$ cat config.mk
export PLATFORM = sky130hd
export DESIGN_NAME = half_adder_flat
export DESIGN_NICKNAME = d
export VERILOG_FILES = /design/src/rtl/half_adder_pkg.sv /design/src/rtl/half_adder_if.sv /design/src/rtl/half_adder_ha_bit.sv /design/src/rtl/half_adder.sv /design/src/flat_wrapper.sv
export SDC_FILE = /design/constraint.sdc
export NUM_CORES = 1
export LEC_CHECK = 0
export ABC_AREA = 1
export CORE_AREA = 2 2 67 50
export CTS_BUF_LIST = sky130_fd_sc_hd__clkbuf_4 sky130_fd_sc_hd__clkbuf_8 sky130_fd_sc_hd__clkbuf_16
export DETAILED_ROUTE_END_ITERATION = 16
export DIE_AREA = 0 0 69 52
export PLACE_DENSITY = 0.73
export SKIP_LAST_GASP = 1
export SYNTH_ARGS = -nofsm -noshare
export SYNTH_HDL_FRONTEND = slang
export SYNTH_SLANG_ARGS = --single-unit
$ cat constraint.sdc
create_clock -name clk -period 0.8 [get_ports clk]
set_input_delay 0.16 -clock clk [delete_from_list [all_inputs] [get_ports clk]]
set_output_delay 0.16 -clock clk [all_outputs]
set_load 0.05 [all_outputs]
$ cat src/rtl/half_adder_pkg.sv
// Shared constants and helpers for the half_adder bank.
// The popcount helper feeds the optional carry counter (HALF_ADDER_POPCOUNT_EN).
package half_adder_pkg;

  localparam int HA_WIDTH_DEFAULT = 8;
  // Widest vector the popcount helper accepts; callers zero-extend narrower ones.
  localparam int HA_POP_MAX = 64;

  function automatic int unsigned popcount(input logic [HA_POP_MAX-1:0] v);
    int unsigned n;
    n = 0;
    for (int i = 0; i < HA_POP_MAX; i++) begin
      n += {31'd0, v[i]};
    end
    return n;
  endfunction

endpackage

$ cat src/rtl/half_adder_if.sv
// Registered-result bus of half_adder: capture strobe in, held result plus valid out.
// carry_cnt is present only when HALF_ADDER_POPCOUNT_EN is defined.
// Handshake: in_vld has no ready; a/b are captured on every rising edge where in_vld=1,
// and out_vld is high for exactly the cycle after each capture.
interface half_adder_if #(
  parameter int WIDTH = 8
) ();

  logic             in_vld;
  logic [WIDTH-1:0] sum_q;
  logic [WIDTH-1:0] cout_q;
  logic             out_vld;
`ifdef HALF_ADDER_POPCOUNT_EN
  logic [$clog2(WIDTH+1)-1:0] carry_cnt;
`endif

`ifdef HALF_ADDER_POPCOUNT_EN
  modport master (output in_vld, input sum_q, input cout_q, input out_vld, input carry_cnt);
  modport slave  (input in_vld, output sum_q, output cout_q, output out_vld, output carry_cnt);
`else
  modport master (output in_vld, input sum_q, input cout_q, input out_vld);
  modport slave  (input in_vld, output sum_q, output cout_q, output out_vld);
`endif

endinterface

$ cat src/rtl/half_adder_ha_bit.sv
// Single-bit half adder cell: s = a ^ b, c = a & b.
module ha_bit (
  input  logic a,
  input  logic b,
  output logic s,
  output logic c
);

  assign s = a ^ b;
  assign c = a & b;

endmodule

$ cat src/rtl/half_adder.sv
// Bank of WIDTH independent half adders with combinational outputs and a 1-cycle registered copy.
// Optional registered carry popcount enabled by HALF_ADDER_POPCOUNT_EN.
module half_adder
  import half_adder_pkg::*;
#(
  parameter int WIDTH = HA_WIDTH_DEFAULT
) (
  output logic [WIDTH-1:0] sum,
  output logic [WIDTH-1:0] cout,
  input  logic [WIDTH-1:0] a,
  input  logic [WIDTH-1:0] b,
  input  logic             clk,
  input  logic             rst,
  half_adder_if.slave      bus
);

  // Bits never interact: no carry chain between neighbouring cells.
  for (genvar i = 0; i < WIDTH; i++) begin : g_bit
    ha_bit u_bit (
      .a (a[i]),
      .b (b[i]),
      .s (sum[i]),
      .c (cout[i])
    );
  end

  logic [WIDTH-1:0] res_sum_q, res_sum_d;
  logic [WIDTH-1:0] res_cout_q, res_cout_d;
  logic             vld_q, vld_d;

  always_comb begin
    res_sum_d  = res_sum_q;
    res_cout_d = res_cout_q;
    vld_d      = 1'b0;
    if (bus.in_vld) begin
      res_sum_d  = sum;
      res_cout_d = cout;
      vld_d      = 1'b1;
    end
  end

  always_ff @(posedge clk) begin
    if (rst) begin
      res_sum_q  <= '0;
      res_cout_q <= '0;
      vld_q      <= 1'b0;
    end else begin
      res_sum_q  <= res_sum_d;
      res_cout_q <= res_cout_d;
      vld_q      <= vld_d;
    end
  end

  assign bus.sum_q   = res_sum_q;
  assign bus.cout_q  = res_cout_q;
  assign bus.out_vld = vld_q;

`ifdef HALF_ADDER_POPCOUNT_EN
  localparam int CW = $clog2(WIDTH+1);

  logic [CW-1:0]         cnt_q, cnt_d;
  logic [HA_POP_MAX-1:0] cout_ext;

  always_comb begin
    cout_ext             = '0;
    cout_ext[WIDTH-1:0]  = cout;
    cnt_d                = cnt_q;
    if (bus.in_vld) begin
      cnt_d = CW'(popcount(cout_ext));
    end
  end

  always_ff @(posedge clk) begin
    if (rst) begin
      cnt_q <= '0;
    end else begin
      cnt_q <= cnt_d;
    end
  end

  assign bus.carry_cnt = cnt_q;
`endif

endmodule

$ cat src/flat_wrapper.sv
// flat-port wrapper written by rule: the top's interface ports become plain ports
module half_adder_flat import half_adder_pkg::*;
#(
  parameter int WIDTH = HA_WIDTH_DEFAULT
)
  (sum, cout, a, b, clk, rst, bus_in_vld, bus_sum_q, bus_cout_q, bus_out_vld);
  half_adder_if #(.WIDTH(WIDTH)) bus_i ();
  output logic [WIDTH-1:0] sum;
  output logic [WIDTH-1:0] cout;
  input  logic [WIDTH-1:0] a;
  input  logic [WIDTH-1:0] b;
  input  logic clk;
  input  logic rst;
  input wire logic [$bits(bus_i.in_vld)-1:0] bus_in_vld;
  output wire logic [$bits(bus_i.sum_q)-1:0] bus_sum_q;
  output wire logic [$bits(bus_i.cout_q)-1:0] bus_cout_q;
  output wire logic [$bits(bus_i.out_vld)-1:0] bus_out_vld;
  assign bus_i.in_vld = bus_in_vld;
  assign bus_sum_q = bus_i.sum_q;
  assign bus_cout_q = bus_i.cout_q;
  assign bus_out_vld = bus_i.out_vld;
  half_adder #(.WIDTH(WIDTH)) u_core (.sum(sum), .cout(cout), .a(a), .b(b), .clk(clk), .rst(rst), .bus(bus_i));
endmodule
## Word-level counts from Yosys, hierarchy flattened

Cells that the tools add are included.

| storage, ports and cells | value |
|---|---|
| bits in registers | 17 |
| bits of input ports | 19 |
| output and inout port bits | 33 |
| word-level logic and storage cells | 20 |

| operators by class | value |
|---|---|
| muxes and demuxes | 1 |
| bitwise logic cells | 16 |

Operator list:

| kind | number |
|---|---|
| $and A1 B1 Y1 | 8 |
| $xor A1 B1 Y1 | 8 |
| $mux W1 | 1 |

## Longest topological paths before layout

| logic depth | value |
|---|---|
| depth in word-level cells | 1 |
| gate-level depth with buffers | 5 |

## By module

From an unflattened synthesis, not the netlist that was laid out.

| unflattened totals | value |
|---|---|
| cells, all modules | 113 |
| area, all modules | 867.1 um2 |

Modules (own cells, without submodules):

| module | instances | cells each | area an instance (um2) | seq. area each (um2) |
|---|---|---|---|---|
| half_adder | 1 | 105 | 767.0 | 340.3 |
| ha_bit | 8 | 1 | 12.5 | 0.0 |

## Worst setup path before layout

No wires, ideal clock.

| timing | value |
|---|---|
| path kind | register to register |
| start | reg, netlist name u_core.bus.cout_q[0] |
| end | reg u_core.res_cout_q[0] (netlist: u_core.bus.cout_q[0]) |
| setup time | 0.062 ns |
| data arrival time | 0.802 ns |
| slack | -0.064 ns |
| cell stages (with the launch flop) | 3 |
| clock period less this slack | 0.864 ns |
| cell sequence | dfxtp_1 nor2_1 nor2_2 |

RTL lines:

| what | line | source |
|---|---|---|
| end signal: assignment | half_adder.sv:49 | `res_cout_q <= res_cout_d;` |
| end: declaration | half_adder.sv:28 | `logic [WIDTH-1:0] res_cout_q, res_cout_d;` |

## Final worst setup path

| timing | value |
|---|---|
| start | reg u_core.res_cout_q[7] (netlist: u_core.bus.cout_q[7]) |
| end | out bus_cout_q[7] |

RTL lines:

| what | line | source |
|---|---|---|
| end: declaration | flat_wrapper.sv:16 | `output wire logic [$bits(bus_i.cout_q)-1:0] bus_cout_q;` |

No word-level cell between the ends.

==> flow_summary_export.csv <==
group,metric,value,unit
status,status,"finished with violations",
status,violations,"negative setup slack",
worst_setup_path,path_cells,"buf_12",
synth,synth_warnings,0,
cts,clkLatencyLatePin,0.24,ns
detailed_routing,wl_per_cell,11.3,microns
worst_setup_path,cp.arrival,0.74,ns
cells_and_area,num_antenna_cells,0,
synth,synth_area,987,sq um
worst_setup_path,worst_path_max_delay_cell,"dfxtp_2",
place,dp.cells,200,
worst_setup_path,cp_num_buf_inv,1,
synth,synth_top_family_by_area,"simple AND/OR/NAND/NOR gates",
power,power,3.15,mW
detailed_routing,dr.pass1.iters,4,
power,vdd_drop_max,1.41,mV
synth,syn_area_per_cell,7.65,sq um
synth,synth_fa_ha_area_share,10.1,%
global_route,grt_pass1_wl,3950,microns
timing,layout_setup_ws,-0.103,ns
place,placement.cell_area,0.00177,sq mm
global_route,antenna_found_initial,0,
place,port_buffers,51,
worst_setup_path,critPathTopFamily,"flip-flops",
timing,finClkSkew,0,ns
timing,rsz0062_at_grt,"true",
cts,cts_root_buf,"clkbuf_8",
worst_setup_path,critPathMaxFanout,2,
place,hpwl,1720,microns
detailed_routing,ant_nets,0,
die,dieWidth,69,microns
min_path,hp-start,"rst",
global_route,track_usage,14.1,%
synth,netlist_instances,129,
cts,clock-sinks,17,
synth,synthMuxAreaShare,0,%
worst_setup_path,critPathMaxStageDelay,0.36,ns
place,gp_congestion,0.678,
synth,syn_nets,156,
detailed_routing,drc,0,
detailed_routing,num_vias,845,
cts,htree_levels,1,
worst_setup_path,cp-startpoint,"u_core.bus.cout_q[7]",
synth,yosys.area_share.simple,29.8,%
timing,drv_slew,0,
cells_and_area,fillCellCount,237,
timing,post-route-period-util,113,%
global_route,grt.busiest_layer,"met2",
power,leakage,0.934,nW
timing,hold_viol,0,
cells_and_area,register_area,362,sq um
cells_and_area,nNetsFinal,199,
timing,tightest_slew,0.158,ns
timing,max_slew_margin,89.4,%
global_route,grtUsageMet3,5.62,%
global_route,grt_overflow,0,
global_route,use_met1,13.5,%
synth,synth-seq-area-share,34.5,%
cts,clkTransAtPathRegs,0.07,ns
min_path,hp-class,"input port to flop",
global_route,grt_max_degree,18,
cells_and_area,layout-drive-gt1-share,63.7,%
synth,synth-seq-cells,17,
synth,synth-compound-area-share,0,%
cells_and_area,stdcell_count,209,
detailed_routing,vias_per_cell,4.04,
worst_setup_path,critPathCaptureType,"primary output",
worst_setup_path,start_kind,"flop",
global_route,grt_pass1_vias,871,
die,start_util,33.2,%
power,power_density,1570,mW/mm^2
cts,cts_buffers,3,
cells_and_area,multi_input_area,499,sq um
worst_setup_path,worstPathRequired,0.64,ns
global_route,met2_usage,29.0,%
die,num_rows,17,
worst_setup_path,critPathKind,"flop to primary output",
flow_run,cap_viol_max_count,0,
detailed_routing,wirelength,2360,microns
worst_setup_path,r2r-start,"u_core.bus.sum_q[5]",
die,die-area,0.00359,sq mm
die,die_h,52,microns
timing,fmax,1110,MHz
detailed_routing,drt_iter0_markers,23,
die,core_region_area,0.00298,sq mm
timing,setup_viol,25,
die,ioPinCount,52,
cts,cts.path.max_buffers,2,
timing,finalCriticalPeriod,0.903,ns
synth,ys_types,12,
cts,cts_tree,"yes",
cells_and_area,syn2layout_area_growth,103,%
synth,yosys.area_share.xor_xnor,0,%
cells_and_area,design_area,0.00201,sq mm
[placed cells by master, fill, tap and decap left out]
cell type      synthesis  layout
buf_12                 1      36
buf_4                 17       4
buf_6                  2      16
bufbuf_16              0       1
clkbuf_4               0       1
clkbuf_8               0       3
dfxtp_2                0      17
dlygate4sd2_1          0       2
ha_4                   0       8
inv_1                 17      17
inv_2                  1       1
nand2_1               22      22
nand2_2               10      10
nor2_1                23      21
nor2_2                10      12
[area by class of cell]
cell class                 instances  share of cell area [%]
tap                               38                    2.37
inverter                          18                    3.37
sequential                        17                    18.0
timing repair buffer              59                    48.9
multi-input combinational         73                    24.9
clock buffer                       4                    2.43
[cell families after synthesis]
logic type               count (synthesis)
flip-flops                              17
AND/OR/NAND/NOR                         65
buffers and inverters                   39
adder cells (fa/ha/maj)                  8
[sequential cells by signal, indices dropped and copies added (netlist names)]
signal / count
u_core.bus.sum_q: 8
u_core.bus.out_vld: 1
u_core.bus.cout_q: 8
[final timing paths]
path                                              to  slack [ns]  cells after the start
worst max-delay path                   bus_cout_q[7]       -0.10                      1
worst min-delay path              u_core.bus.out_vld        0.23                      2
worst max register to register   u_core.bus.sum_q[5]        0.08                      3
worst min register to register  u_core.bus.cout_q[3]        0.49                      2
[per-stage QoR]
stage,worst slack (ns),hold WS (ns),setup TNS [ns],utilization [%]
2_1_floorplan,0.00897,0.231,0,-
3_3_place_gp,-0.440,0.478,-12.52,59.5
3_5_place_dp,-0.465,0.485,-13.27,59.5
4_1_cts,-0.114,0.236,-1.90,66.5
5_1_grt,-0.133,0.257,-2.31,67.4
6_report,-0.103,0.233,-1.74,67.4
[timing repair]
action,CTS,global route
hold buffers,0,0
buffers inserted,3,1
pin swaps,8,4
gates cloned,1,0
setup endpoints to repair,50,29
gates resized for setup,90,4
[power breakdown]
group          total (mW)  internal (mW)  switching, mW
clock network       0.667          0.387          0.280
registers           0.983          0.921         0.0622
logic                1.50          0.767          0.730
total                3.15           2.08           1.07
[Yosys cell counts]
cell     instances  share of area [%]
nor2_1          23                8.7
nand2_2         10                6.3
inv_1           17                6.5
buf_4           17                 13
inv_2            1               0.38
nand2_1         22                8.4
dfxtp_1         17                 34
buf_12           1                2.0
buf_8            1                1.5
ha_1             8                 10
buf_6            2                2.3
nor2_2          10                6.3
[per-layer routing]
metal	up-vias	routed length (microns)
li1	441	-
met1	370	839
met2	32	1300
met3	2	210
met4	0	9
met5	-	0
[worst register-to-register path, delay by kind of cell, from the launching register on]
kind | cells | cell delay [ns]
buf+inv | 1 | 0.13
simple gates | 2 | 0.16
flops | 1 | 0.34
Note: power is estimated with default switching activity, not from simulation.
